[config.mk]
export PLATFORM = sky130hd
export DESIGN_NAME = gray_step_monitor_flat
export DESIGN_NICKNAME = d
export VERILOG_FILES = /design/src/rtl/gray_step_monitor_if.sv /design/src/rtl/gray_step_monitor.sv /design/src/flat_wrapper.sv
export SDC_FILE = /design/constraint.sdc
export NUM_CORES = 1
export LEC_CHECK = 0
export ABC_CLOCK_PERIOD_IN_PS = 2400
export BUFFER_PORTS_ARGS = -buffer_cell sky130_fd_sc_hd__buf_2
export CAP_MARGIN = 40
export CORE_UTILIZATION = 45
export DETAILED_ROUTE_END_ITERATION = 6
export PLACE_DENSITY_LB_ADDON = 0.25
export SLEW_MARGIN = 5
export SYNTH_ARGS = -nofsm -noshare
export SYNTH_HDL_FRONTEND = slang
export SYNTH_SLANG_ARGS = --single-unit
[constraint.sdc]
create_clock -name i_clk -period 2.4 [get_ports i_clk]
set_clock_uncertainty 0.05 [all_clocks]
set_input_delay 0 -clock i_clk [delete_from_list [all_inputs] [get_ports i_clk]]
set_output_delay 0 -clock i_clk [all_outputs]
set_load 0.02 [all_outputs]
[src/rtl/gray_step_monitor_if.sv]
// Bundle between the upstream Gray-code counter stage and its step monitor.
// valid is a sample strobe with no back-pressure: gray is examined in each cycle valid=1.
interface gray_step_monitor_if #(
    parameter int WIDTH  = 3,
    parameter int WRAP_W = 8
);
    logic [WIDTH-1:0]  gray;
    logic              valid;
    logic              clear;
    logic [WIDTH-1:0]  binary;
    logic              step;
    logic [WRAP_W-1:0] wraps;
    logic              error;
    logic [1:0]        dbg_state;

    modport master (
        output gray, valid, clear,
        input  binary, step, wraps, error, dbg_state
    );

    modport slave (
        input  gray, valid, clear,
        output binary, step, wraps, error, dbg_state
    );
endinterface

[src/rtl/gray_step_monitor.sv]
// Samples a Gray code on valid, converts it to binary and flags anything other
// than a single forward step; counts max->0 wraps with saturation.
module gray_step_monitor #(
    parameter int WIDTH  = 3,
    parameter int WRAP_W = 8
) (
    input logic               i_clk,
    input logic               i_rst,
    gray_step_monitor_if.slave bus
);
    typedef enum logic [1:0] {
        S_INIT  = 2'd0,
        S_TRACK = 2'd1,
        S_FAULT = 2'd2
    } state_t;

    state_t            r_state;
    logic [WIDTH-1:0]  r_prev;
    logic [WIDTH-1:0]  r_binary;
    logic              r_step;
    logic [WRAP_W-1:0] r_wraps;
    logic              r_error;

    state_t            w_next_state;
    logic [WIDTH-1:0]  w_next_prev;
    logic [WIDTH-1:0]  w_next_binary;
    logic              w_next_step;
    logic [WRAP_W-1:0] w_next_wraps;
    logic              w_next_error;

    logic [WIDTH-1:0]  w_bin_gray;
    logic [WIDTH-1:0]  w_bin_prev;
    logic [WIDTH-1:0]  w_bin_next;
    logic [WIDTH-1:0]  w_diff;
    logic              w_same;
    logic              w_one_bit;
    logic              w_fwd;
    logic              w_wrap;

    function automatic logic [WIDTH-1:0] g2b(input logic [WIDTH-1:0] g);
        logic [WIDTH-1:0] b;
        b = '0;
        b[WIDTH-1] = g[WIDTH-1];
        for (int i = WIDTH - 2; i >= 0; i--) begin
            b[i] = b[i+1] ^ g[i];
        end
        return b;
    endfunction

    assign w_bin_gray = g2b(bus.gray);
    assign w_bin_prev = g2b(r_prev);
    assign w_bin_next = w_bin_prev + WIDTH'(1);
    assign w_diff     = bus.gray ^ r_prev;
    assign w_same     = (w_diff == '0);
    // Exactly one bit set: nonzero and clearing the lowest set bit leaves zero.
    assign w_one_bit  = !w_same && ((w_diff & (w_diff - WIDTH'(1))) == '0);
    assign w_fwd      = w_one_bit && (w_bin_gray == w_bin_next);
    assign w_wrap     = (w_bin_prev == '1) && (w_bin_gray == '0);

    always_comb begin
        w_next_state  = r_state;
        w_next_prev   = r_prev;
        w_next_binary = r_binary;
        w_next_step   = 1'b0;
        w_next_wraps  = r_wraps;
        w_next_error  = r_error;

        if (bus.clear) begin
            w_next_state  = S_INIT;
            w_next_prev   = '0;
            w_next_binary = '0;
            w_next_wraps  = '0;
            w_next_error  = 1'b0;
        end else begin
            case (r_state)
                S_INIT: begin
                    if (bus.valid) begin
                        w_next_prev   = bus.gray;
                        w_next_binary = w_bin_gray;
                        w_next_state  = S_TRACK;
                    end
                end
                S_TRACK: begin
                    if (bus.valid && !w_same) begin
                        if (w_fwd) begin
                            w_next_prev   = bus.gray;
                            w_next_binary = w_bin_gray;
                            w_next_step   = 1'b1;
                            if (w_wrap && (r_wraps != '1)) begin
                                w_next_wraps = r_wraps + WRAP_W'(1);
                            end
                        end else begin
                            w_next_error = 1'b1;
                            w_next_state = S_FAULT;
                        end
                    end
                end
                S_FAULT: begin
                    w_next_error = 1'b1;
                end
                default: begin
                    w_next_state = S_INIT;
                end
            endcase
        end
    end

    always_ff @(posedge i_clk or posedge i_rst) begin
        if (i_rst) begin
            r_state  <= S_INIT;
            r_prev   <= '0;
            r_binary <= '0;
            r_step   <= 1'b0;
            r_wraps  <= '0;
            r_error  <= 1'b0;
        end else begin
            r_state  <= w_next_state;
            r_prev   <= w_next_prev;
            r_binary <= w_next_binary;
            r_step   <= w_next_step;
            r_wraps  <= w_next_wraps;
            r_error  <= w_next_error;
        end
    end

    assign bus.binary    = r_binary;
    assign bus.step      = r_step;
    assign bus.wraps     = r_wraps;
    assign bus.error     = r_error;
    assign bus.dbg_state = r_state;
endmodule

[src/flat_wrapper.sv]
// flat-port wrapper written by rule: the top's interface ports become plain ports
module gray_step_monitor_flat 
#(
    parameter int WIDTH  = 3,
    parameter int WRAP_W = 8
)
  (i_clk, i_rst, bus_gray, bus_valid, bus_clear, bus_binary, bus_step, bus_wraps, bus_error, bus_dbg_state);
  gray_step_monitor_if #(.WIDTH(WIDTH), .WRAP_W(WRAP_W)) bus_i ();
  input logic i_clk;
  input logic i_rst;
  input wire logic [$bits(bus_i.gray)-1:0] bus_gray;
  input wire logic [$bits(bus_i.valid)-1:0] bus_valid;
  input wire logic [$bits(bus_i.clear)-1:0] bus_clear;
  output wire logic [$bits(bus_i.binary)-1:0] bus_binary;
  output wire logic [$bits(bus_i.step)-1:0] bus_step;
  output wire logic [$bits(bus_i.wraps)-1:0] bus_wraps;
  output wire logic [$bits(bus_i.error)-1:0] bus_error;
  output wire logic [$bits(bus_i.dbg_state)-1:0] bus_dbg_state;
  assign bus_i.gray = bus_gray;
  assign bus_i.valid = bus_valid;
  assign bus_i.clear = bus_clear;
  assign bus_binary = bus_i.binary;
  assign bus_step = bus_i.step;
  assign bus_wraps = bus_i.wraps;
  assign bus_error = bus_i.error;
  assign bus_dbg_state = bus_i.dbg_state;
  gray_step_monitor #(.WIDTH(WIDTH), .WRAP_W(WRAP_W)) u_core (.i_clk(i_clk), .i_rst(i_rst), .bus(bus_i));
endmodule
## Yosys cells after proc, flatten, opt, wreduce, memory -nomap -nowiden

Cells that the tools add are included.

- Word-level logic and storage cells: 73
- Input bits: 7
- Output and inout port bits: 15
- Register bits after elaboration: 18

- $add $sub $neg: 3
- Reduce and logical (&&, ||, !) cells: 20
- Muxes and demuxes: 28
- Equality and inequality tests: 10
- Bitwise gates (word level): 6

Operator list:

| kind | number |
|---|---|
| $mux 8 | 5 |
| $mux 3 | 8 |
| $pmux 3 s2 | 2 |
| $reduce_and 4->1 | 3 |
| $logic_not 3->1 | 3 |
| $add 8x1->8 const B | 1 |
| $mux 2 | 4 |
| $ne 8x8->1 const B | 1 |
| $reduce_bool 2->1 | 4 |
| $mux 1 | 7 |
| $ne 3x2->1 const B | 2 |
| $ne 3x3->1 const B | 2 |
| $pmux 2 s3 | 1 |
| $reduce_bool 3->1 | 2 |
| $logic_and 1x1->1 | 5 |
| $xor 1x1->1 | 4 |
| $add 3x1->3 const B | 1 |
| $and 3x3->3 | 1 |
| $eq 3x3->1 | 1 |
| $eq 3x3->1 const B | 1 |
| $reduce_and 3->1 | 1 |
| $sub 3x1->3 const B | 1 |
| $xor 3x3->3 | 1 |
| $eq 2x1->1 const B | 1 |
| 5 further kinds | 5 |

## Longest topological paths before layout

Gate-level depths: netlist (run 1).

- Depth after elaboration: 10
- Gate-level depth with buffers: 9
- Gate-level depth less buffers: 7

## Worst setup path before layout (run 1)

Ideal clock, no wire load.

- Path type: reg2reg
- Start point: register u_core.r_prev[1]
- End point: register u_core.r_wraps[5], in the netlist u_core.bus.wraps[5]
- Cell stages (with the launch flop): 9
- Path slack: 0.090 ns
- Arrival time: 2.133 ns
- Period minus slack after synthesis: 2.310 ns
- Library setup time: 0.128 ns
- Cells stage by stage: dfrtp_1 -> buf_2 -> xor2_1 -> ha_1 -> xor2_1 -> a21oi_2 -> o2111ai_4 -> nor4_1 -> mux2_1

- Longest elaborated chain between the ends: 8
- Elaborated cells on any way between the ends: 20

RTL lines:

| element | RTL line | source |
|---|---|---|
| start, declared | gray_step_monitor.sv:18 | `logic [WIDTH-1:0] r_prev;` |
| start signal, assigned | gray_step_monitor.sv:118 | `r_prev <= w_next_prev;` |
| $xor 3x3->3 | gray_step_monitor.sv:53 | `assign w_diff = bus.gray ^ r_prev;` |
| $sub 3x1->3 | gray_step_monitor.sv:56 | `assign w_one_bit = !w_same && ((w_diff & (w_diff - WIDTH'(1))) == '0);` |
| $and 3x3->3 | gray_step_monitor.sv:56 |  |
| $logic_not 3->1 | gray_step_monitor.sv:56 |  |
| $logic_and 1x1->1 | gray_step_monitor.sv:56 |  |
| $logic_and 1x1->1 | gray_step_monitor.sv:57 | `assign w_fwd = w_one_bit && (w_bin_gray == w_bin_next);` |
| $reduce_bool 2->1 (no line) | n/a |  |
| $reduce_and 4->1 (no line) * | n/a |  |
| end signal, assigned | gray_step_monitor.sv:121 | `r_wraps <= w_next_wraps;` |
| end, declared | gray_step_monitor.sv:21 | `logic [WRAP_W-1:0] r_wraps;` |

Mark *: on every way between the ends. The rest lies on a longest branch, timed or not.
A chain may end at the register's enable or synchronous reset.

## Final worst setup path (run 1)

- Start point: register u_core.r_prev[1]
- End point: register u_core.r_wraps[6], in the netlist u_core.bus.wraps[6]

Same word-level chain as after synthesis.

==> results.json, run 1 <==
{
  "numCtsBuffers": 3,
  "cts.sinks": 17,
  "maxCapViolCount": 0,
  "tightest_slew_ns": 0.6607,
  "synth_nets": 133,
  "max_stage_delay_ns": 0.40,
  "synth_seq_cells": 17,
  "cp_max_fo": 10,
  "drt-vias-per-instance": 5.719,
  "dp_hpwl_um": 1798,
  "synthesis.area_sq_um": 1216,
  "min_from": "bus_gray[1]",
  "clk_pin_slew_worst_paths_ns": 0.11,
  "die_w_um": 53.99,
  "path_class": "reg -> reg",
  "cts_tree": "yes",
  "wire_per_inst_um": 14.26,
  "wirelength_um": 2539,
  "status": "finished, final reports clean",
  "final.period_utilization_pct": 96.13,
  "netlist_instances": 123,
  "stdcell_area_sq_um": 1415,
  "final.min_clock_period_ns": 2.307,
  "cts_buffer_depth": 2,
  "timing.rr.start": "u_core.r_prev[1]",
  "port-buffer-count": 21,
  "fin_ws_ns": 0.09291,
  "required_ns": 2.55,
  "grt_pass1_wl_um": 4202,
  "irDropWorstVdd_v": 0.0003038,
  "end_kind": "flip-flop",
  "drc_errors": 0,
  "powerDensity_nw_per_um2": 473.3,
  "ant_nets": 0,
  "vias": 1018,
  "start_kind": "flip-flop",
  "place_ws_ns": 0.06945,
  "insertion_delay_ns": 0.31,
  "rows": 18,
  "root_buffer": "clkbuf_4",
  "nets": 159,
  "ios": 22,
  "drtPass1Iterations": 5,
  "path_delay_family": "compound AO/OA/AOI/OAI gates",
  "worstPathArrival_ns": 2.46,
  "slew_violations": 0,
  "groute.usage.overall_pct": 20.39,
  "critical_path_buf_inv_count": 0,
  "synthDistinctLibCells": 37,
  "die_height_um": 53.99,
  "leakagePower_nw": 0.6178,
  "drt_iter0_drc": 27,
  "fmax_ghz": 0.4334,
  "report.final.hold_viol_count": 0,
  "gp_congestion": 0.8507,
  "crit_chain": "xor2_1, ha_1, xor2_1, a21oi_2, o2111ai_4, nor4_2, mux2_1",
  "postPlaceCellArea_sq_um": 1328,
  "hp-class": "in -> reg",
  "diodes": 0,
  "htreeDepth": 1,
  "first_global_vias": 900,
  "antenna_found_initial": 0,
  "critPathLaunch": "u_core.r_prev[1]",
  "setup_viol": 0,
  "path_common_cell": "xor2_1",
  "yosysWarnings": 0,
  "core_sq_um": 2522,
  "finalPower_mw": 0.6697,
  "ys_seq_area_share_pct": 34.98,
  "layout-drive-gt1-share_pct": 29.05,
  "grt_max_degree": 22,
  "grt-ovfl-total": 0,
  "avgSynthCellArea_sq_um": 9.888,
  "dieArea_sq_um": 2914,
  "initial_core_util_pct": 48.21,
  "slew_headroom_pct": 55.91,
  "crit_slowest_cell": "dfrtp_1",
  "syn_to_final_growth_pct": 16.36
}
[cell type report]
type	instances	area (sq um)
Clock inverter	1	7.507
Inverter	6	22.52
Sequential cell	17	425.4
Multi-Input combinational cell	90	711.9
Fill cell	242	1107
Timing Repair Buffer	31	187.7
Tap cell	30	37.54
Clock buffer	3	22.52
[registers in the layout, indices dropped and copies added, names as in the netlist]
signal,cells
u_core.bus.step,1
u_core.bus.dbg_state,2
u_core.bus.binary,3
u_core.r_prev,2
u_core.bus.error,1
u_core.bus.wraps,8
[final timing paths]
check	endpoint	slack [ns]	cells after the start
setup / recovery	u_core.bus.wraps[6]	0.09	7
hold / removal	u_core.r_prev[1]	0.04	3
setup reg to reg	u_core.bus.wraps[6]	0.09	7
hold reg to reg	u_core.bus.dbg_state[0]	0.51	1
max in group asynchronous	u_core.r_prev[0]	1.60	3
min in group asynchronous	u_core.bus.dbg_state[0]	0.26	3
[report_power, final]
part | total (mW) | internal, mW | switching [mW] | leakage (nW)
Combinational | 0.199 | 0.0773 | 0.122 | 0.371
Sequential | 0.307 | 0.298 | 0.00927 | 0.233
Clock | 0.163 | 0.0636 | 0.0996 | 0.0139
Total | 0.670 | 0.439 | 0.231 | 0.618
[layer usage]
layer / GRT usage, % / vias to the layer above / part of all wire (%)
li1: - / 490 / -
met3: 1.695 / 4 / 4.8
met2: 29.84 / 32 / 45
met4: 8.974 / 0 / 1.5
met1: 30.35 / 492 / 49
met5: 0 / - / 0
[worst min-delay path, cell delays in order]
cell	delay, ns
buf_2	0.16
o211ai_1	0.11
a21oi_1	0.08
[through the flow]
stage	hold slack [ns]	util [%]	setup TNS [ns]	instances
CTS	0.03356	55.01	0	176
global placement	0.07066	52.63	0	169
floorplan	-0.1239	-	0	123
global route	0.06376	56.10	-0.03347	178
detailed placement	0.07867	52.63	0	169
finish	0.03963	56.10	0	178
[synthesized netlist by cell type]
| master | count | area (sq um) |
|---|---|---|
| nand3_1 | 4 | 20.02 |
| o211a_4 | 1 | 17.52 |
| o31a_1 | 1 | 8.760 |
| o2111ai_4 | 1 | 26.28 |
| buf_6 | 3 | 33.78 |
| clkbuf_1 | 4 | 15.01 |
| buf_2 | 1 | 5.000 |
| xor2_1 | 5 | 43.79 |
| o2111a_1 | 1 | 11.26 |
| o21ai_0 | 2 | 10.01 |
| or3_1 | 2 | 12.51 |
| ha_1 | 3 | 37.54 |
| and2b_1 | 1 | 7.510 |
| mux2i_4 | 2 | 45.04 |
| and2_1 | 1 | 6.260 |
| nor2b_1 | 4 | 25.02 |
| clkbuf_4 | 1 | 7.510 |
| o21ai_1 | 3 | 15.01 |
| dfrtp_1 | 17 | 425.4 |
| o211ai_1 | 8 | 60.06 |
| buf_4 | 1 | 7.510 |
| nor4_1 | 2 | 12.51 |
| nor3_1 | 2 | 10.01 |
| nand4b_1 | 2 | 17.52 |
| nand2_1 | 6 | 22.52 |
| nor2_1 | 8 | 30.03 |
| o31ai_1 | 3 | 22.52 |
| a211oi_4 | 1 | 20.02 |
| mux2_1 | 4 | 45.04 |
| or4_1 | 3 | 22.52 |
| a21oi_1 | 12 | 60.06 |
| inv_1 | 6 | 22.52 |
| a31oi_1 | 1 | 6.260 |
| a21oi_2 | 1 | 8.760 |
| xnor2_1 | 2 | 17.52 |
| xor2_2 | 3 | 48.80 |
| a211o_1 | 1 | 8.760 |
[repair_timing]
item / in CTS / in global routing
gates resized for setup: 0 / 2
endpoints found under the hold margin: 19 / 0
endpoints found under the setup margin: 0 / 3
setup buffers: 0 / 2
hold buffers: 3 / 0
[kinds of logic after synthesis]
family,count (synthesis),synth area share [%]
AOI/OAI and AO/OA,36,22.64
xor gates and xnor gates,10,9.054
adders and majority gates,3,3.087
buffers and inverters,16,7.510
DFF,17,34.98
muxes,6,7.407
and+or+nand+nor,35,15.33
[layout by cell type, fill, tap and decap left out, types with 2 or more instances in the layout]
master	instances
nand4b_1	2
or4_1	3
o21ai_0	2
dlygate4sd3_1	3
inv_1	6
buf_2	21
mux2_1	4
xor2_1	5
xor2_2	3
ha_1	3
buf_4	7
xnor2_1	2
nand2_1	6
a21oi_1	12
dfrtp_1	17
nor3_1	2
nor2b_1	4
nor2_1	8
clkbuf_4	3
mux2i_4	2
o211ai_1	8
o21ai_1	3
nor4_2	2
nand3_1	4
o31ai_1	3
or3_1	2
(Power assumes the default switching activity.)
==> inputs of run 2 (changes only) <==
--- a/config.mk
+++ b/config.mk
@@ -5,7 +5,7 @@
 export SDC_FILE = /design/constraint.sdc
 export NUM_CORES = 1
 export LEC_CHECK = 0
-export ABC_CLOCK_PERIOD_IN_PS = 2400
+export ABC_CLOCK_PERIOD_IN_PS = 2800
 export BUFFER_PORTS_ARGS = -buffer_cell sky130_fd_sc_hd__buf_2
 export CAP_MARGIN = 40
 export CORE_UTILIZATION = 45
==> constraint.sdc (replaced) <==
create_clock -name i_clk -period 2.8 [get_ports i_clk]
set_clock_uncertainty 0.05 [all_clocks]
set_input_delay 0 -clock i_clk [delete_from_list [all_inputs] [get_ports i_clk]]
set_output_delay 0 -clock i_clk [all_outputs]
set_load 0.02 [all_outputs]
==> run 2 against run 1 <==
Net effect: setup slack better by 0.19 ns; sequential share of layout area up 1.2 points; combinational power down 20%; critical path depth unchanged; clock power down 20%; sequential cell count unchanged; first-iteration DRC count down 26%; final cell count down 2.8%; via count down 0.79%; register-to-register slack better by 0.19 ns; die area unchanged; global-route usage down 1.3 points; highest routed layer unchanged.
==> results.json, run 2 (synthesis results as in run 1) <==
{
  "status": "finished, final reports clean",
  "setup-tns-final_ns": 0,
  "clk_pin_slew_worst_paths_ns": 0.10,
  "rows": 18,
  "start_kind": "flip-flop",
  "leakagePower_nw": 0.5955,
  "cp_max_fo": 16,
  "rsz0062_at_grt": "no",
  "drt_iter0_drc": 20,
  "critPathCapture": "u_core.bus.wraps[6]",
  "maxCapViolCount": 0,
  "antenna_found_initial": 0,
  "port-buffer-count": 21,
  "largest_reg_flops": 8,
  "htreeDepth": 1,
  "mostFrequentLayoutCell": "buf_2",
  "worst_r2r_endpoint": "u_core.bus.wraps[6]",
  "drc_errors": 0,
  "die_w_um": 53.99,
  "r2r.worst_path.cells": 7,
  "slew_headroom_pct": 56.64,
  "gp_congestion": 0.8432,
  "grt-ovfl-total": 0,
  "cts_resized": 0,
  "diodes": 0,
  "critical_path_buf_inv_count": 1,
  "core_sq_um": 2522,
  "cts_buffer_depth": 2,
  "fmax_ghz": 0.3973,
  "cts.sinks": 17,
  "root_buffer": "clkbuf_4",
  "first_global_vias": 847,
  "drtPass1Iterations": 4,
  "final_cell_mix": "buf_2 (21), dfrtp_1 (17), a21oi_1 (12)",
  "crit_chain": "inv_1, ha_1, xor2_1, a21oi_2, o2111ai_4, nor4_1, mux2_1",
  "slew_violations": 0,
  "final.min_clock_period_ns": 2.517,
  "dieArea_sq_um": 2914,
  "crit_slowest_cell": "dfrtp_1",
  "hp-class": "in -> reg",
  "cts_tree": "yes",
  "syn_to_final_growth_pct": 11.93,
  "drt-vias-per-instance": 5.838,
  "postPlaceCellArea_sq_um": 1305,
  "vias": 1010,
  "path_delay_family": "flip-flops",
  "dp_hpwl_um": 1846,
  "wire_per_inst_um": 14.52,
  "wirelength_um": 2512,
  "report.final.hold_viol_count": 0,
  "finalPower_mw": 0.5577,
  "tightest_slew_ns": 0.6497,
  "timing.rr.start": "u_core.r_prev[0]",
  "die_height_um": 53.99,
  "setup_viol": 0,
  "grt_max_degree": 22,
  "required_ns": 2.92,
  "final.period_utilization_pct": 89.90,
  "groute.usage.overall_pct": 19.13,
  "irDropWorstVdd_v": 0.0002951,
  "max_stage_delay_ns": 0.58,
  "initial_core_util_pct": 48.21,
  "hold_ws_ns": 0.02086,
  "layout-drive-gt1-share_pct": 24.48,
  "path_depth": 7,
  "numCtsBuffers": 3,
  "path_class": "reg -> reg",
  "nets": 154,
  "insertion_delay_ns": 0.28,
  "critPathLaunch": "u_core.r_prev[0]",
  "worstPathArrival_ns": 2.64,
  "stdcell_area_sq_um": 1361,
  "rrSetupSlack_ns": 0.28,
  "ios": 22,
  "powerDensity_nw_per_um2": 409.7,
  "grt_pass1_wl_um": 3946,
  "ant_nets": 0,
  "end_kind": "flip-flop"
}
-- run 2: per-stage QoR --
stage,utilization (%),worst slack (ns),std cells
finish,53.97,0.2829,173
global placement,51.74,0.4041,166
detailed placement,51.74,0.3014,166
CTS,53.97,0.2771,173
global route,53.97,0.06908,173
floorplan,-,0.4895,123
-- run 2: worst min path at each step --
stage	startpoint	to	slack [ns]	cells after the start
2_1_floorplan	i_rst	u_core.bus.binary[0]	-0.12	1
3_3_place_gp	i_rst	u_core.bus.binary[2]	0.08	2
3_5_place_dp	i_rst	u_core.bus.dbg_state[1]	0.09	2
4_1_cts	bus_gray[1]	u_core.r_prev[1]	0.02	3
5_1_grt	bus_gray[1]	u_core.r_prev[1]	0.03	3
6_report	bus_gray[1]	u_core.r_prev[1]	0.02	3
-- run 2: final cells by class --
class | instances | area [sq um]
Clock buffer | 4 | 26.28
Tap cell | 30 | 37.54
Multi-Input combinational cell | 90 | 699.4
Sequential cell | 17 | 425.4
Inverter | 6 | 22.52
Timing Repair Buffer | 26 | 150.1
Fill cell | 241 | 1161
-- run 2: timing repair --
item / 4_1_cts / 5_1_grt
hold buffers: 3 / 0
buffers inserted: 0 / 0
endpoints found under the hold margin: 19 / 0
-- run 2: worst min-delay path, cell delays in order --
cell and delay [ns]:
buf_2 0.16, o211ai_1 0.10, a21oi_1 0.06
-- run 2: routing by layer --
layer	up-vias	part of all wire, %	GRT usage, %
met5	-	0	0
met4	0	0.56	6.410
met2	34	46	30.66
met3	2	5.3	1.695
met1	492	48	26.92
li1	482	-	-
-- run 2: where the power goes --
group          switching (mW)  internal [mW]
Combinational          0.0993         0.0600
Sequential             0.0118          0.255
Clock                  0.0758         0.0553
==> inputs of run 3 (changes only) <==
--- a/config.mk
+++ b/config.mk
@@ -8,8 +8,9 @@
 export ABC_CLOCK_PERIOD_IN_PS = 2800
 export BUFFER_PORTS_ARGS = -buffer_cell sky130_fd_sc_hd__buf_2
 export CAP_MARGIN = 40
-export CORE_UTILIZATION = 45
+export CORE_UTILIZATION = 50
 export DETAILED_ROUTE_END_ITERATION = 6
+export GPL_TIMING_DRIVEN = 0
 export PLACE_DENSITY_LB_ADDON = 0.25
 export SLEW_MARGIN = 5
 export SYNTH_ARGS = -nofsm -noshare
==> run 3 against run 2 <==
Net effect: setup slack improved by 0.016 ns; wire length rose by 5.7%; sequential cell count is the same; utilization up 7.4 points; total power is 0.87% higher; sequential power down 1%; register-to-register slack better by 0.02 ns; critical path depth increased by 1; count of clock-buffer cells in the layout did not move; non-clock buffer count is 4 higher; critical path type unchanged; largest cell class unchanged.
==> results.json, run 3 (synthesis results as in run 1) <==
{
  "place_ws_ns": 0.3272,
  "crit_chain": "buf_2, xor2_1, ha_1, xor2_1, a21oi_2, o2111ai_4, nor4_1, mux2_1",
  "fin_util_pct": 61.32,
  "drt_iter0_drc": 15,
  "critical_path_buf_inv_count": 1,
  "tightest_slew_ns": 0.6702,
  "root_buffer": "clkbuf_4",
  "hold_ws_ns": 0.01528,
  "numCtsBuffers": 3,
  "drc_errors": 0,
  "irDropWorstVdd_v": 0.0002597,
  "final.min_clock_period_ns": 2.502,
  "antenna_found_initial": 0,
  "setup-tns-final_ns": 0,
  "mostFrequentLayoutCell": "buf_2",
  "core_sq_um": 2255,
  "rsz0062_at_grt": "no",
  "start_kind": "flip-flop",
  "vias": 1004,
  "maxCapViolCount": 0,
  "cts_tree": "yes",
  "p_int_mw": 0.3747,
  "crit_slowest_cell": "dfrtp_1",
  "clk_pin_slew_worst_paths_ns": 0.10,
  "path_delay_family": "compound AO/OA/AOI/OAI gates",
  "comb_power_share_pct": 30.3,
  "required_ns": 2.92,
  "htreeDepth": 1,
  "slew_violations": 0,
  "drtPass1Iterations": 4,
  "hp-class": "in -> reg",
  "path_common_cell": "xor2_1",
  "dp_hpwl_um": 2023,
  "gp_congestion": 0.8234,
  "switchingPower_mw": 0.1878,
  "status": "finished, final reports clean",
  "grt-ovfl-total": 0,
  "die_height_um": 51.32,
  "ant_nets": 0,
  "layout.cells.non_filler": 175,
  "fin_ws_ns": 0.2985,
  "dieArea_sq_um": 2634,
  "initial_core_util_pct": 53.94,
  "path_class": "reg -> reg",
  "report.final.hold_viol_count": 0,
  "final_cell_mix": "buf_2 (20), dfrtp_1 (17), a21oi_1 (12)",
  "seqPwrFrac_pct": 46.7,
  "syn_to_final_growth_pct": 13.68,
  "groute.usage.overall_pct": 21.90,
  "postPlaceCellArea_sq_um": 1346,
  "drt-vias-per-instance": 5.737,
  "worstPathArrival_ns": 2.62,
  "powerDensity_nw_per_um2": 406.9,
  "postCtsSetupRepairBufs": 0,
  "wirelength_um": 2656,
  "max_stage_delay_ns": 0.36,
  "leakagePower_nw": 0.6067,
  "insertion_delay_ns": 0.28,
  "end_kind": "flip-flop",
  "cts.sinks": 17,
  "wire_per_inst_um": 15.18,
  "switching_share_pct": 33.39,
  "grt_pass1_wl_um": 4305,
  "fmax_ghz": 0.3998,
  "layout-drive-gt1-share_pct": 25.17,
  "stdcell_area_sq_um": 1383,
  "grt_max_degree": 18,
  "rows": 17,
  "ios": 22,
  "die_w_um": 51.32,
  "place_inst": 170,
  "nets": 158,
  "largest_reg_flops": 8,
  "setup_viol": 0,
  "p_clk_share_pct": 23.0,
  "final.period_utilization_pct": 89.34,
  "first_global_vias": 1059,
  "finalPower_mw": 0.5625,
  "cp_max_fo": 8,
  "port-buffer-count": 19,
  "diodes": 0,
  "cts_buffer_depth": 2,
  "slew_headroom_pct": 55.27
}
-- run 3: layout make-up --
class / instances / area, sq um
fillers: 202 / 872.1
flip-flops and latches: 17 / 425.4
inverters: 6 / 22.52
repair buffers: 20 / 105.1
well taps: 28 / 35.03
multi-input cells: 90 / 699.4
clock buffers: 4 / 26.28
plain buffers: 10 / 68.82
-- run 3: layer usage --
layer | track usage [%] | vias up | part of all wire, %
li1 | - | 488 | -
met1 | 23.45 | 501 | 44
met2 | 43.86 | 13 | 53
met3 | 1.786 | 2 | 2.0
met4 | 7.658 | 0 | 0.64
met5 | 0 | - | 0
-- run 3: power groups by stage --
| stage | registers (mW) | logic, mW | clock network, mW |
|---|---|---|---|
| floorplan | 0.276 | 0.125 | 0 |
| global placement | 0.267 | 0.164 | 0 |
| detailed placement | 0.268 | 0.169 | 0 |
| global route | 0.264 | 0.184 | 0.141 |
| CTS | 0.263 | 0.171 | 0.132 |
| finish | 0.263 | 0.170 | 0.129 |
-- run 3: path summary, 6_finish.rpt --
kind | slack, ns | endpoint | startpoint | cells after the start
min in group asynchronous | 0.31 | u_core.bus.wraps[1] | i_rst | 3
max in group asynchronous | 1.97 | u_core.bus.binary[0] | i_rst | 3
setup / recovery | 0.30 | u_core.bus.wraps[6] | u_core.r_prev[1] | 8
hold / removal | 0.02 | u_core.r_prev[0] | bus_gray[0] | 3
hold reg to reg | 0.53 | u_core.bus.dbg_state[0] | u_core.bus.dbg_state[0] | 1
setup reg to reg | 0.30 | u_core.bus.wraps[6] | u_core.r_prev[1] | 8
-- run 3: worst register-to-register path, stage by stage, from the launching register on --
cell	delay, ns
dfrtp_1	0.36
buf_2	0.19
xor2_1	0.18
ha_1	0.31
xor2_1	0.16
a21oi_2	0.19
o2111ai_4	0.22
nor4_1	0.37
mux2_1	0.36
-- run 3: what timing repair did --
action	4_1_cts	5_1_grt
gates resized for setup	0	0
hold endpoints to repair	17	0
hold buffers	1	0
